$ cat config.mk
export PLATFORM = sky130hd
export DESIGN_NAME = clk_div_multi
export DESIGN_NICKNAME = d
export VERILOG_FILES = /design/src/rtl/clk_div_multi.sv
export SDC_FILE = /design/constraint.sdc
export NUM_CORES = 1
export LEC_CHECK = 0
export ABC_CLOCK_PERIOD_IN_PS = 2800
export CORE_MARGIN = 1.5
export CORE_UTILIZATION = 45
export CTS_CLUSTER_SIZE = 8
export DETAILED_ROUTE_END_ITERATION = 6
export MAX_ROUTING_LAYER = met4
export SYNTH_ARGS = -nofsm -noshare
export SYNTH_HDL_FRONTEND = slang
export SYNTH_SLANG_ARGS = --single-unit
$ cat constraint.sdc
create_clock -name Clk -period 2.8 [get_ports Clk]
set_input_delay 0.42 -clock Clk [delete_from_list [all_inputs] [get_ports Clk]]
set_output_delay 0.42 -clock Clk [all_outputs]
set_load 0.01 [all_outputs]
$ cat src/rtl/clk_div_multi.sv
// clk_div_multi: NCH runtime-programmable 50%-duty clock dividers with rise strobes.
// Optional feature macro: CLKDIV_PHASE_ALIGN_EN (Sync realigns all enabled channels).
`default_nettype none

module clk_div_multi #(
  parameter int NCH     = 4,
  parameter int CNT_W   = 26,
  parameter int DEF_DIV = 10000,
  localparam int CH_W   = (NCH > 1) ? $clog2(NCH) : 1
) (
  input  logic             Clk,
  input  logic             Rst,
  input  logic [NCH-1:0]   En,
  input  logic             CfgWe,
  input  logic [CH_W-1:0]  CfgCh,
  input  logic [CNT_W-1:0] CfgDiv,
  input  logic             Sync,
  output logic [NCH-1:0]   ClkOut,
  output logic [NCH-1:0]   Tick,
  output logic [NCH-1:0]   Pend
);

`ifndef CLKDIV_PHASE_ALIGN_EN
  logic unused_sync;
  assign unused_sync = Sync;
`endif

  for (genvar i = 0; i < NCH; i++) begin : g_ch
    logic [CNT_W-1:0] cnt;
    logic [CNT_W-1:0] div;
    logic [CNT_W-1:0] shd;
    logic             pend;
    logic             clk_q;
    logic             tick_q;
    logic             active;
    logic             at_top;
    logic             wr;
    logic             sync_hit;

    // A channel keeps counting while high even with En low, so a high phase is never cut short.
    assign active = En[i] | clk_q;
    assign at_top = (cnt == div);
    assign wr     = CfgWe && (CfgCh == CH_W'(i));

`ifdef CLKDIV_PHASE_ALIGN_EN
    assign sync_hit = Sync & En[i];
`else
    assign sync_hit = 1'b0;
`endif

    always_ff @(posedge Clk) begin
      if (Rst) begin
        cnt    <= '0;
        div    <= CNT_W'(DEF_DIV);
        shd    <= CNT_W'(DEF_DIV);
        pend   <= 1'b0;
        clk_q  <= 1'b0;
        tick_q <= 1'b0;
      end else begin
        tick_q <= 1'b0;
        if (sync_hit) begin
          cnt   <= '0;
          clk_q <= 1'b0;
          if (pend) begin
            div  <= shd;
            pend <= 1'b0;
          end
        end else if (active) begin
          if (at_top) begin
            cnt    <= '0;
            clk_q  <= ~clk_q;
            tick_q <= ~clk_q;
            if (pend) begin
              div  <= shd;
              pend <= 1'b0;
            end
          end else begin
            cnt <= cnt + CNT_W'(1);
          end
        end else begin
          cnt <= '0;
          if (pend) begin
            div  <= shd;
            pend <= 1'b0;
          end
        end
        // Placed last so a write landing on an applying toggle stays pending for the next one.
        if (wr) begin
          shd  <= CfgDiv;
          pend <= 1'b1;
        end
      end
    end

    assign ClkOut[i] = clk_q;
    assign Tick[i]   = tick_q;
    assign Pend[i]   = pend;
  end

endmodule

`default_nettype wire

==> impl_results.md, run 1 <==
- Worst r2r src: g_ch[3].cnt[3]
- Slew @ Worst Pin: 801.3 ps
- FP Rows: 68
- Synth-to-Final Area Change: 12.11%
- Share of the synthesized area in the top cell type: 40.97%
- Slew margin rel.: 46.58%
- Fmax: 0.4319 GHz
- Final instance area: 17750 um2
- Count leader, synth: nand2_1
- CP cell instances: xnor2_1 -> nand4_1 -> nor4bb_1 -> nand2_1 -> buf_4 -> o311ai_0
- Share of the yosys chip area belonging to registers: 40.97%
- Clk Latency, worst-skew pair: 540 ps
- FFs w/ async S/R, synth: 0%
- Routed vias/inst: 5.981
- Synth cell types: 48
- Worst EP arrival: 2740 ps
- Core Area: 34630 um2
- Register bit total from synthesis: 324
- Setup Slack @ Placement: 419.0 ps
- I/O pins: 48
- TritonCTS clock tree: built
- Hold endpoint: g_ch[0].clk_q
- Die area: 36320 um2
- Fin. Hold Viols: 0
- Share of cells above drive strength 1: 5.827%
- Syn_area_per_cell: 8.148 um2
- First-pass GRT wire length: 69240 um
- Slew Limit Fails: 0
- Initial Util: 45.72%
- CP max stage delay: 630 ps
- Post-CTS Setup Inserts: 0
- Hold path startpoint: Rst
- Reg2reg path depth: 6
- Worst Setup SP: g_ch[3].cnt[3]
- Synth area leader: dfxtp_1
- Setup_tns: 0 ps
- Unrepaired setup endpoints after global routing: false
- GR Util All Layers: 24.16%
- Dpl hpwl: 27820 um
- Crit path kind: register to register
- Post-synth top flop: dfxtp_1
- Wire per inst: 18.26 um
- Synth warn: 0
- Hold Path Class: primary input to register
- Post-synth EDFFs: 0
- Top cells by area, synth: dfxtp_1 41%, nand2_1 7.9%, xor2_1 6.0%
- Max-Cap Viols: 0
- Root Driver: clkbuf_16
- Slowest-stage cell, CP: nor4bb_1
- Final setup margin: 484.5 ps
- Leak: 5.650 nW
- Hold_ws: 310.5 ps
- Status: completed
- Post-cts resize count: 0
- RR Endpoint: g_ch[3].div[6]
- Critical Path RT: 3220 ps
- Die H: 190.6 um
- Fin util: 51.25%
- Post-route antenna net violation count: 0
- # port buffers: 46
- Final period utilization: 82.70%
- GR Overflow Total: 0
- Clk sink count: 324
- Iteration-0 DRC Markers: 1119
- Antenna diodes: 0
- Commonest cells in the netlist: 332 x nand2_1, 324 x dfxtp_1, 147 x clkbuf_1, 139 x nor2_1, 124 x nor3_1
- Clock transition at path regs: 50 ps
- # DRC: 0
- Vias in the first global route: 12996
- Peak VDD IR: 0.0003492 V
- Final Skew: 16.23 ps
- Count of final setup violators: 0
- H-tree lvl count: 2
- CP Capture Type: register
- Initial antenna violation count: 0
- Nets: 1941
- Net Count, Synth: 1983
- # hold bufs at CTS: 0
- Post-Syn Instances: 1943
- Total CTS buffers: 46
- CP max FO: 27
- Pwr per Cell Area: 581.3 nW/um2
- Total number of vias: 14114
- Fin crit period: 2316 ps
- WHS Path Cells: 2
- Worst Setup Start Kind: register
- Largest net degree at the start of global routing: 169
- Total Wirelength: 43080 um
- R2R Setup Slk: 480 ps
- GP Congestion: 0.8162
- DRT Pass-1 Iters: 5
- Placed Area: 16500 um2
- Die Wd: 190.6 um
- Synthesized area: 15830 um2
- Clock tree buffer depth: 3
report_power, final:
group          internal (W)  leakage, nW  switching, W
Clock               0.00307        0.613       0.00195
Sequential          0.00470         2.62     0.0000527
Combinational      0.000161         2.42      0.000390
critical path: cells and delay by family (launching register included):
| family | cells | cell delay, ps |
|---|---|---|
| xor gates and xnor gates | 1 | 280 |
| buffers and inverters | 1 | 250 |
| and+or+nand+nor | 3 | 950 |
| AOI/OAI and AO/OA | 1 | 360 |
| DFF | 1 | 350 |
state kept, by name (all words and copies together) (netlist names):
name and cells:
g_ch.div 104, g_ch.shd 104, g_ch.cnt 104, g_ch.clk_q 4
g_ch.pend 4, g_ch.tick_q 4
stage by stage:
step                      total power (W)  cells
final                             0.01032   2360
after global routing              0.01065   2360
after CTS                         0.01042   2360
after detailed placement         0.005383   2308
after global placement           0.005375   2308
after floorplan                  0.005169   1943
how the worst max path moves through the flow:
stage	to	slack [ps]	cells after the start
global placement	g_ch[3].div[7]	480	6
finish	g_ch[3].div[6]	480	6
floorplan	g_ch[1].cnt[18]	800	8
global route	g_ch[2].div[0]	200	6
detailed placement	g_ch[3].div[0]	420	6
CTS	g_ch[2].div[11]	490	6
cell type report:
class / instances / area, um2
Timing Repair Buffer: 90 / 858.3
Tap cell: 455 / 569.3
Fill cell: 3289 / 16880
Clock buffer: 52 / 1247
Multi-Input combinational cell: 1418 / 8503
Inverter: 21 / 83.83
Sequential cell: 324 / 6486
routing by layer:
layer | global-route usage [%] | vias to the layer above | routed length (um)
li1 | - | 6937 | -
met1 | 33.26 | 6784 | 20350
met2 | 37.43 | 320 | 19900
met3 | 3.073 | 73 | 1971
met4 | 6.239 | 0 | 864
met5 | - | - | 0
logic make-up (layout without fill, tap and decap cells):
kind of cell	Yosys count	after routing	share of synthesized area, %
AO/OA/AOI/OAI	392	392	17.95
flip-flops	324	324	40.97
AND/OR/NAND/NOR	822	822	24.35
XOR/XNOR	200	200	11.06
adder cells (fa/ha/maj)	4	4	0.3161
buffers and inverters	201	163	5.350
cells in the final DEF (no fill, tap or decap), drive strengths merged, types with 21 or more instances in the layout:
cell           count
a21oi             88
a31oi             84
buf               45
clkbuf            52
clkdlybuf4s50     45
dfxtp            324
inv               21
nand2            332
nand3             52
nand4             33
nor2             139
nor3             124
nor4              47
o2111ai           84
o311ai            84
or3               21
xnor2             91
xor2             109
Power figures use the tool's default switching activity.
==> run 2: changes to the inputs <==
ABC_CLOCK_PERIOD_IN_PS = 2200   (was 2800)
clock period = 2.2 ns   (was 2.8 ns; I/O delays follow)
==> impl_results.md, run 2 (same netlist as run 1, synthesis figures left out) <==
- Core Area: 34630 um2 (unchanged)
- Worst EP arrival: 2580 ps (-160 ps)
- Final Skew: 18.39 ps (+2.160 ps)
- Slew margin rel.: 48.91% (+2.3 points)
- Critical Path RT: 2620 ps (-600 ps)
- Clock tree buffer depth: 3 (unchanged)
- Clk sink count: 324 (unchanged)
- Slew @ Worst Pin: 765.5 ps (-35.86 ps)
- Post-route antenna net violation count: 0 (unchanged)
- GR Overflow Total: 0 (unchanged)
- Worst Setup Start Kind: register
- CP cell instances: xor2_1 -> nor4_2 -> or4b_4 -> buf_4 -> nor4_2 -> a211oi_1
- Die area: 36320 um2 (unchanged)
- Clk Latency, worst-skew pair: 550 ps (about the same)
- Crit-path most repeated cell: nor4_2
- H-tree lvl count: 2 (unchanged)
- Antenna diodes: 0 (unchanged)
- DRT Pass-1 Iters: 5 (unchanged)
- Crit path buffers/inverters: 1 (unchanged)
- Hold Path Class: primary input to register
- Final instance area: 18280 um2 (+3.0%)
- WHS Path Cells: 2 (unchanged)
- TritonCTS clock tree: built
- # port buffers: 46 (unchanged)
- Slowest-stage cell, CP: or4b_4
- Final period utilization: 98.04% (+15 points)
- FP Rows: 68 (unchanged)
- Cell depth of the worst setup path: 6 (unchanged)
- Pwr Total: 0.01324 W (+28%)
- Iteration-0 DRC Markers: 920 (-18%)
- Slew Limit Fails: 0 (unchanged)
- Initial Util: 45.72% (unchanged)
- Synth-to-Final Area Change: 15.49%
- Peak VDD IR: 0.0005452 V (+56%)
- Largest registers: g_ch.cnt x104, g_ch.div x104, g_ch.shd x104
- Status: completed
- Fin. Hold Viols: 0 (unchanged)
- Root Driver: clkbuf_16
- # DRC: 0 (unchanged)
- Vias in the first global route: 13581 (+4.5%)
- Die Wd: 190.6 um (unchanged)
- Total number of vias: 14317 (+1.4%)
- Crit path kind: register to register
- # hold bufs at CTS: 0 (unchanged)
- Die H: 190.6 um (unchanged)
- Number of fill cells in the layout: 3236 (-1.6%)
- Routed vias/inst: 5.968 (-0.21%)
- Reg2reg path depth: 6 (unchanged)
- Setup_tns: 0 ps (unchanged)
- GR Util All Layers: 24.45% (+0.30 points)
- Most common cell after layout, fill and taps aside: nand2_1
- Pwr per Cell Area: 724.2 nW/um2 (+25%)
- Max-Cap Viols: 0 (unchanged)
- Count of final setup violators: 0 (unchanged)
- Dpl hpwl: 28820 um (+3.6%)
- Fmax: 0.4636 GHz (+7.4%)
- CP max stage delay: 560 ps (-70 ps)
- CP Capture Type: register
- Fin crit period: 2157 ps (-158.6 ps)
- Clock transition at path regs: 50 ps (about the same)
- First-pass GRT wire length: 70280 um (+1.5%)
- Share of cells above drive strength 1: 9.053% (+3.2 points)
- Largest net degree at the start of global routing: 143 (-15%)
- Initial antenna violation count: 0 (unchanged)
- Nets: 1982 (+2.1%)
- CP max FO: 8 (-70%)
- Most frequent cells in the layout: 332 x nand2_1, 318 x dfxtp_1, 139 x nor2_1, 124 x nor3_1, 109 x xor2_1
- GP Congestion: 0.8540 (+4.6%)
- I/O pins: 48 (unchanged)
- Leak: 5.924 nW (+4.8%)
- Total CTS buffers: 46 (unchanged)
- Wire per inst: 18.31 um (+0.29%)
- Placed Area: 16880 um2 (+2.3%)
- Total Wirelength: 43930 um (+2.0%)
- CP delay by family, top: simple AND/OR/NAND/NOR gates
==> run 2: worst paths after layout <==
check        slack (ps)             from         endpoint
max                  40   g_ch[1].div[6]   g_ch[1].div[4]
min                 140              Rst    g_ch[0].clk_q
max reg2reg          40   g_ch[1].div[6]   g_ch[1].div[4]
min reg2reg         450  g_ch[2].shd[18]  g_ch[2].shd[18]
==> run 2: power by group <==
group / switching, W / internal [W] / total (W)
clock network: 0.00247 / 0.00398 / 0.00645
logic: 0.000513 / 0.000236 / 0.000749
registers: 0.0000657 / 0.00598 / 0.00604
total: 0.00305 / 0.0102 / 0.0132
==> run 2: stage by stage <==
| step | std cells | worst slack [ps] | utilization [%] | hold slack (ps) |
|---|---|---|---|---|
| detailed placement | 2348 | 70.81 | 48.74 | 448.6 |
| CTS | 2398 | 49.23 | 52.36 | 112.6 |
| global route | 2399 | -33.87 | 52.80 | 128.0 |
| floorplan | 1943 | 197.1 | - | 431.6 |
| global placement | 2348 | 100.8 | 48.74 | 444.1 |
| finish | 2399 | 43.02 | 52.80 | 136.9 |
==> run 2: layout make-up <==
class / instances / area, um2 / area share, %
clock buffer: 49 / 1226 / 6.706
timing repair buffer: 131 / 1254 / 6.857
multi-input combinational: 1418 / 8627 / 47.18
clock inverter: 1 / 30.03 / 0.1642
tap: 455 / 569.3 / 3.114
sequential: 324 / 6494 / 35.52
inverter: 21 / 83.83 / 0.4585
==> run 2: layer usage <==
metal	part of all wire [%]	global-route usage (%)
met2	46	38.43
met1	47	32.72
met5	0	-
met4	2.0	6.693
met3	4.7	3.662
==> run 2: timing repair <==
action	4_1_cts	5_1_grt
endpoints found under the setup margin	0	80
setup buffers	0	1
gates resized for setup	0	34
==> run 3: changes to the inputs <==
CTS_BUF_LIST = sky130_fd_sc_hd__clkbuf_16   (was default)
==> results of run 3 <==
No change in the layout: final DEF, timing and power equal those of run 2.
